==> config.mk <==
export PLATFORM = sky130hd
export DESIGN_NAME = note_recorder
export DESIGN_NICKNAME = d
export VERILOG_FILES = /design/src/rtl/note_pkg.sv /design/src/rtl/recorder_ram.sv /design/src/rtl/note_recorder.sv
export SDC_FILE = /design/constraint.sdc
export NUM_CORES = 2
export LEC_CHECK = 0
export BUFFER_PORTS_ARGS = -buffer_cell sky130_fd_sc_hd__clkbuf_2
export CAP_MARGIN = 0
export CORE_ASPECT_RATIO = 1.4
export CORE_MARGIN = 4
export CORE_UTILIZATION = 46
export DETAILED_ROUTE_END_ITERATION = 7
export SLEW_MARGIN = 20
export SYNTH_ARGS = -nofsm -noshare
export SYNTH_HDL_FRONTEND = slang
export SYNTH_HIERARCHICAL = 1
export SYNTH_SLANG_ARGS = --single-unit
==> constraint.sdc <==
create_clock -name clk -period 9.1 [get_ports clk]
set_input_delay 1.365 -clock clk [delete_from_list [all_inputs] [get_ports clk]]
set_output_delay 1.365 -clock clk [all_outputs]
set_load 0.1 [all_outputs]
==> src/rtl/note_pkg.sv <==
// Shared note-word definitions for the recorder and the fixed-song players.
// A note word is {octave[1:0], code[2:0]}; code 0 is a rest.
package note_pkg;

   localparam int NOTE_W = 5;

   localparam logic [1:0] OCT_LOW  = 2'b00;
   localparam logic [1:0] OCT_MID  = 2'b01;
   localparam logic [1:0] OCT_HIGH = 2'b10;

   localparam logic [NOTE_W-1:0] REST = 5'b00_000;

   typedef enum logic [1:0] {
      IDLE = 2'd0,
      REC  = 2'd1,
      PLAY = 2'd2
   } state_t;

   // Tone-table index: code + 7*octave; 5 bits covers the largest stored value.
   function automatic logic [4:0] note_to_idx(input logic [NOTE_W-1:0] word);
      logic [4:0] oct_x7;
      oct_x7 = 5'(word[4:3]) * 5'd7;
      return 5'(word[2:0]) + oct_x7;
   endfunction

endpackage

==> src/rtl/recorder_ram.sv <==
// Single-port DEPTH x 5 take memory with registered read data.
// Contents are never cleared; the take length gates what is reachable.
module recorder_ram
   import note_pkg::*;
#(
   parameter int DEPTH = 256,
   parameter int AW    = 8
) (
   input  logic              clk,
   input  logic              we,
   input  logic [AW-1:0]     addr,
   input  logic [NOTE_W-1:0] din,
   output logic [NOTE_W-1:0] dout
);

   logic [NOTE_W-1:0] mem [DEPTH];
   logic [NOTE_W-1:0] dout_q;

   always_ff @(posedge clk) begin
      if (we) mem[addr] <= din;
      dout_q <= mem[addr];
   end

   assign dout = dout_q;

endmodule

==> src/rtl/note_recorder.sv <==
// Records live key notes one per tick and plays the take back one per tick.
// Playback path: tick -> RAM read -> output register, so note_valid lands 2 clk after tick.
module note_recorder
   import note_pkg::*;
#(
   parameter int DEPTH = 256,
   parameter int AW    = 8
) (
   input  logic              clk,
   input  logic              rst_n,
   input  logic              tick,
   input  logic              rec_start,
   input  logic              stop,
   input  logic              play_start,
   input  logic              loop_en,
   input  logic              key_valid,
   input  logic [NOTE_W-1:0] key_note,
   output logic [NOTE_W-1:0] note_out,
   output logic [4:0]        note_idx,
   output logic              note_valid,
   output logic              recording,
   output logic              playing,
   output logic              full,
   output logic [AW:0]       length
);

   state_t            state_q, state_d;
   logic [AW-1:0]     wr_ptr_q, wr_ptr_d;
   logic [AW-1:0]     rd_ptr_q, rd_ptr_d;
   logic [AW:0]       length_q, length_d;
   logic              full_q, full_d;
   logic [NOTE_W-1:0] note_out_q, note_out_d;
   logic [4:0]        note_idx_q, note_idx_d;
   logic              note_valid_q, note_valid_d;
   logic              rd_pend_q, rd_pend_d;
   logic              done_q, done_d;

   logic              ram_we;
   logic [AW-1:0]     ram_addr;
   logic [NOTE_W-1:0] ram_din;
   logic [NOTE_W-1:0] ram_dout;

   recorder_ram #(.DEPTH(DEPTH), .AW(AW)) u_ram (
      .clk  (clk),
      .we   (ram_we),
      .addr (ram_addr),
      .din  (ram_din),
      .dout (ram_dout)
   );

   // Released keys and the unused octave 11 are both captured as rests.
   assign ram_din  = (key_valid && key_note[4:3] != 2'b11) ? key_note : REST;
   assign ram_addr = (state_q == REC) ? wr_ptr_q : rd_ptr_q;

   always_comb begin
      state_d      = state_q;
      wr_ptr_d     = wr_ptr_q;
      rd_ptr_d     = rd_ptr_q;
      length_d     = length_q;
      full_d       = full_q;
      note_out_d   = note_out_q;
      note_idx_d   = note_idx_q;
      note_valid_d = 1'b0;
      rd_pend_d    = 1'b0;
      done_d       = done_q;
      ram_we       = 1'b0;

      unique case (state_q)
         IDLE: begin
            note_out_d = REST;
            note_idx_d = 5'd0;
            if (!stop) begin
               if (rec_start) begin
                  state_d  = REC;
                  wr_ptr_d = '0;
                  length_d = '0;
                  full_d   = 1'b0;
               end else if (play_start && length_q != '0) begin
                  state_d  = PLAY;
                  rd_ptr_d = '0;
                  done_d   = 1'b0;
               end
            end
         end
         REC: begin
            if (tick) begin
               ram_we   = 1'b1;
               wr_ptr_d = wr_ptr_q + 1'b1;
               length_d = length_q + 1'b1;
               if (wr_ptr_q == AW'(DEPTH - 1)) begin
                  full_d  = 1'b1;
                  state_d = IDLE;
               end
            end
            if (stop) state_d = IDLE;
         end
         PLAY: begin
            if (rd_pend_q) begin
               note_valid_d = 1'b1;
               note_out_d   = ram_dout;
               note_idx_d   = note_to_idx(ram_dout);
            end
            // Once the final slot is issued without looping, ticks wait out its output.
            if (tick && !done_q) begin
               rd_pend_d = 1'b1;
               if ({1'b0, rd_ptr_q} == length_q - 1'b1) begin
                  rd_ptr_d = '0;
                  done_d   = !loop_en;
               end else begin
                  rd_ptr_d = rd_ptr_q + 1'b1;
               end
            end
            if (note_valid_q && done_q) state_d = IDLE;
            if (stop) begin
               state_d = IDLE;
            end else if (rec_start) begin
               state_d  = REC;
               wr_ptr_d = '0;
               length_d = '0;
               full_d   = 1'b0;
            end
         end
         default: state_d = IDLE;
      endcase
   end

   always_ff @(posedge clk) begin
      if (!rst_n) begin
         state_q      <= IDLE;
         wr_ptr_q     <= '0;
         rd_ptr_q     <= '0;
         length_q     <= '0;
         full_q       <= 1'b0;
         note_out_q   <= REST;
         note_idx_q   <= 5'd0;
         note_valid_q <= 1'b0;
         rd_pend_q    <= 1'b0;
         done_q       <= 1'b0;
      end else begin
         state_q      <= state_d;
         wr_ptr_q     <= wr_ptr_d;
         rd_ptr_q     <= rd_ptr_d;
         length_q     <= length_d;
         full_q       <= full_d;
         note_out_q   <= note_out_d;
         note_idx_q   <= note_idx_d;
         note_valid_q <= note_valid_d;
         rd_pend_q    <= rd_pend_d;
         done_q       <= done_d;
      end
   end

   assign note_out   = note_out_q;
   assign note_idx   = note_idx_q;
   assign note_valid = note_valid_q;
   assign recording  = (state_q == REC);
   assign playing    = (state_q == PLAY);
   assign full       = full_q;
   assign length     = length_q;

endmodule
Yosys cells after proc, flatten, opt, wreduce, memory -nomap -nowiden
Memory sizes are Yosys's and may differ from the RTL's. A register that Yosys moved wholly into a read port is not among the register bits.
Index checks and enable logic that the tools add are counted.
- memories kept: 1
- input bits: 13
- RAM bits: 1280
- output and inout port bits: 23
- word-level logic and storage cells: 101
- bits in registers: 41
- add/sub/neg operators: 5
- reduce and logical (&&, ||, !) cells: 18
- $mul: 1
- muxes and demuxes: 47
- eq/ne operators: 19
- memory list (name ; depth ; bits a word ; rd ports ; clocked after memory_dff ; write ports ; line ; text):
    u_ram.mem ; 256 ; 5 ; 1 ; 1 ; 1 ; recorder_ram.sv:16 ; logic [NOTE_W-1:0] mem [DEPTH];
- operator list (operator ; count):
    $mux W8 ; 9
    $pmux W8 S2 ; 2
    $mux W9 ; 3
    $pmux W5 S2 ; 2
    $mux W2 ; 9
    $pmux W9 S2 ; 1
    $add A8 B1 Y8 const B ; 2
    $mux W1 ; 15
    $mux W5 ; 3
    $reduce_and A5 Y1 ; 3
    $ne A2 B2 Y1 const B ; 6
    $ne A2 B1 Y1 const B ; 5
    $add A9 B1 Y9 const B ; 1
    $eq A8 B9 Y1 ; 1
    $reduce_bool A9 Y1 ; 1
    $sub A9 B1 Y9 const B ; 1
    $eq A8 B8 Y1 const B ; 1
    $ne A3 B3 Y1 const B ; 2
    $pmux W2 S3 ; 1
    $reduce_and A6 Y1 ; 1
    $add A3 B5 Y5 ; 1
    $mul A2 B3 Y5 const B ; 1
    $logic_and A1 B1 Y1 ; 4
    $ne A4 B3 Y1 const B ; 1
    other kinds (10) ; 14

Logic depth before layout (Yosys ltp)
- depth after elaboration: 6
- mapped depth: 14
- mapped depth without buffers: 10

Cells and area by module
The synthesis kept the hierarchy.
- modules (own cells, without submodules) (module ; instances ; cells an instance ; area an instance (um^2) ; sequential area each (um^2)):
    recorder_ram ; 1 ; 2352 ; 49566.3 ; 38537.0
    note_recorder ; 1 ; 280 ; 2288.4 ; 820.8

Least setup slack after synthesis
Ideal clock, no wire load.
- kind: input to register
- start: in key_valid
- end: mem u_ram.mem[0][3], data pin
- setup slack: 0.313 ns
- cell stages on the path: 2
- setup time: 1.408 ns
- required time: 7.692 ns
- data arrival time: 7.379 ns
- buffers on the path: 0
- cell sequence: nand2_1 -> nor2_1
- cells in the longest elaborated chain, start to end: 2
- RTL lines (item ; line ; text):
    start: declaration ; note_recorder.sv:16 ; input logic key_valid,
    $logic_and A1 B1 Y1 ; note_recorder.sv:52 ; assign ram_din = (key_valid && key_note[4:3] != 2'b11) ? key_note : REST;
    $mux W5 ; note_recorder.sv:52 ;
    net ram_din[3] ; note_recorder.sv:40 ; logic [NOTE_W-1:0] ram_din;
    end: declaration ; recorder_ram.sv:16 ;
The timed path passes the listed nets, and every way through them passes these cells.

Worst setup path in the final report
- start: reg state_q[0]
- end: reg u_ram.dout_q[0] (netlist: u_ram/dout[0]) (read register of u_ram.mem)
- cells in the longest elaborated chain, start to end: 2
- RTL lines (item ; line ; text):
    start: declaration ; note_recorder.sv:27 ; state_t state_q, state_d;
    start signal: assignment ; note_recorder.sv:140 ; state_q <= state_d;
    $eq A2 B1 Y1 ; note_recorder.sv:53 ; assign ram_addr = (state_q == REC) ? wr_ptr_q : rd_ptr_q;
    $mux W8 ; note_recorder.sv:53 ;
    net ram_addr[0] ; note_recorder.sv:39 ; logic [AW-1:0] ram_addr;
    end: declaration ; recorder_ram.sv:17 ; logic [NOTE_W-1:0] dout_q;
The timed path passes the listed nets, and every way through them passes these cells.
A chain may end at the register's enable or synchronous reset.

==> results.json <==
{
  "synth-seq-area-share": 0.759,
  "grt_pass1_vias": 27200,
  "final-setup-viol-count": 0,
  "place.gp.congestion": 0.804,
  "wire_per_inst_um": 29.4,
  "cts.repair_timing.setup_buffer_count": 0,
  "area_growth_pct": 11.6,
  "worstPathMaxFanout": 92,
  "end_kind": "register",
  "critPathMostFrequentCell": "nand2_1",
  "first_pass_iters": 7,
  "hold_ws_ns": 0.463,
  "reg2reg_from": "state_q[0]$_SDFFE_PN0P_",
  "ys.warnings.count": 6,
  "cpMaxStageDelayCell": "o41ai_1",
  "ir_drop_mv": 0.191,
  "hold_path.class": "reg2reg",
  "syn_nets": 2656,
  "path_cells": "nand2_1, clkinv_1, nand2_1, nand2_4, buf_12, mux4_2, a22oi_1, a21oi_1, o41ai_1, buf_4, nand4_1",
  "slowest_delay_ns": 0.78,
  "ys.flop_type": "edfxtp_1",
  "final_cells": 4246,
  "cts_tree": "built",
  "crit_type": "reg2reg",
  "worst_pin_slew_ns": 1.07,
  "drc_errors": 0,
  "synth_edf_count": 1280,
  "hold_path_depth": 2,
  "final_nets": 2698,
  "gr-total-overflow": 0,
  "routed.top_layer": "met4",
  "drt-total-wl_um": 125000,
  "post-route-min-period_ns": 5.03,
  "rsz0062_at_grt": "false",
  "die_w_um": 292,
  "ys_seq_elements": 1326,
  "required_ns": 9.69,
  "reg2regPathDepth": 11,
  "mostFrequentLayoutCells": "edfxtp_1, mux4_2, nor2_1",
  "clkSinkCount": 1326,
  "pin_count": 36,
  "grt_pass1_wl_um": 185000,
  "grt_max_degree": 199,
  "core_um2": 112000,
  "syn_area_um2": 51900,
  "rows": 145,
  "wl_met1_um": 46000,
  "cap_violations": 0,
  "r2r_end": "u_ram/dout[0]$_DFF_P_",
  "grt_usage": 0.212,
  "dp_hpwl_um": 74900,
  "synth_cells": 2632,
  "met3WireLength_um": 7280,
  "cts_root_buf": "clkbuf_16",
  "final_common_cell": "edfxtp_1",
  "min_from": "note_idx[2]$_SDFFE_PN0P_",
  "cp-start-kind": "register",
  "ys_types": 49,
  "finalClockSkew_ns": 0.0285,
  "initial_core_util": 0.464,
  "r2r_slack_ns": 4.07,
  "clk_pin_slew_worst_paths_ns": 0.06,
  "numPortBuffers": 35,
  "p_leak_nw": 15.5,
  "dp_cells": 4012,
  "period_share": 0.553,
  "hold_end": "note_idx[2]$_SDFFE_PN0P_",
  "drtAntennaViolNets": 0,
  "viasPerCell": 6.05,
  "cts_resized": 0,
  "syn_area_per_cell_um2": 19.7,
  "fmax_mhz": 199,
  "async_flop_share": 0,
  "crit_arrival_ns": 5.62,
  "drtIter0Drc": 2680,
  "status": "finished, final reports clean",
  "cts_max_path_buffers": 3,
  "die_area_um2": 118000,
  "hold_viol_final": 0,
  "relSlewSlack": 0.277,
  "wl_met2_um": 66700,
  "slew_violations": 0,
  "vias": 25700,
  "drive_gt1_frac": 0.222,
  "h-tree-depth": 4,
  "cts_hold_buf": 0,
  "antenna_found_initial": 1,
  "numCtsBuffers": 130,
  "clock_latency_ns": 0.75,
  "setup_tns_ns": 0,
  "power_density_nw_per_um2": 210,
  "die_h_um": 405
}
[stage by stage]
stage          instance area [µm²]  utilization  setup slack [ns]  power (mW)
2_1_floorplan                51900            -             0.313        6.92
3_3_place_gp                 53600        0.480              3.84        6.97
3_5_place_dp                 53700        0.480              4.06        6.98
4_1_cts                      57900        0.518              4.03        12.3
5_1_grt                      57900        0.518              3.72        12.5
6_report                     57900        0.518              4.07        12.2
[critical path: cells and delay by family, from the launching register on]
| kind | cells | cell delay (ns) |
|---|---|---|
| compound gates | 3 | 1.36 |
| buf+inv | 3 | 1.11 |
| flops | 1 | 0.50 |
| mux | 1 | 0.60 |
| simple gates | 4 | 1.05 |
[cell families (layout without fill, tap and decap cells)]
logic type | Yosys count | after routing | synth area share
fa+ha+maj | 11 | 11 | 0.00309
other cells | 0 | 1 | 0
flops | 1326 | 1326 | 0.759
compound gates | 305 | 305 | 0.0402
xor+xnor | 30 | 30 | 0.00507
simple gates | 450 | 450 | 0.0375
buf+inv | 188 | 331 | 0.0158
mux | 322 | 322 | 0.139
[area by class of cell]
type	count	area [µm²]
diodes	1	2.50
clock inverters	71	702
multi-input cells	1118	11800
flip-flops and latches	1326	39400
clock buffers	162	3500
inverters	16	60.1
well taps	1470	1840
repair buffers	82	619
fillers	8766	53900
[flip-flops by register name, indices dropped and copies added, names as in the netlist, 2 cells and up]
name,count
u_ram/mem,1280
length,9
rd_ptr_q,8
u_ram/dout,5
state_q,2
note_idx,5
wr_ptr_q,8
note_out,5
[power breakdown]
| part | switching (mW) | internal (mW) |
|---|---|---|
| logic | 0.127 | 0.0328 |
| registers | 0.00307 | 6.68 |
| clock network | 2.22 | 3.10 |
| total | 2.35 | 9.81 |
[worst max path at each step]
stage,startpoint,end
3_3_place_gp,state_q[0]$_SDFFE_PN0P_,u_ram/dout[2]$_DFF_P_
3_5_place_dp,state_q[0]$_SDFFE_PN0P_,u_ram/dout[3]$_DFF_P_
4_1_cts,state_q[0]$_SDFFE_PN0P_,u_ram/dout[3]$_DFF_P_
2_1_floorplan,key_valid,u_ram/mem[0][3]$_DFFE_PP_
6_report,state_q[0]$_SDFFE_PN0P_,u_ram/dout[0]$_DFF_P_
5_1_grt,state_q[0]$_SDFFE_PN0P_,u_ram/dout[2]$_DFF_P_
[synthesized netlist by cell type (12+ instances only)]
master	instances	share of area
edfxtp_1	1280	0.74
mux4_2	320	0.14
nor2_1	257	0.019
a22oi_1	163	0.024
clkbuf_1	112	0.0081
a21oi_1	94	0.0091
nand2_1	70	0.0051
dfxtp_1	46	0.018
nor3_1	38	0.0037
buf_2	33	0.0032
nand3_1	20	0.0019
o41ai_1	20	0.0034
nand4_1	18	0.0022
xnor2_1	17	0.0029
buf_1	14	0.0010
inv_1	14	0.0010
xor2_1	13	0.0022
nand2b_1	12	0.0014
[routing by layer]
| layer | GRT usage | up-vias |
|---|---|---|
| li1 | - | 10900 |
| met1 | 0.262 | 13600 |
| met2 | 0.380 | 935 |
| met3 | 0.0340 | 239 |
| met4 | 0.0795 | 0 |
| met5 | 0 | - |
Power figures use the tool's default switching activity.
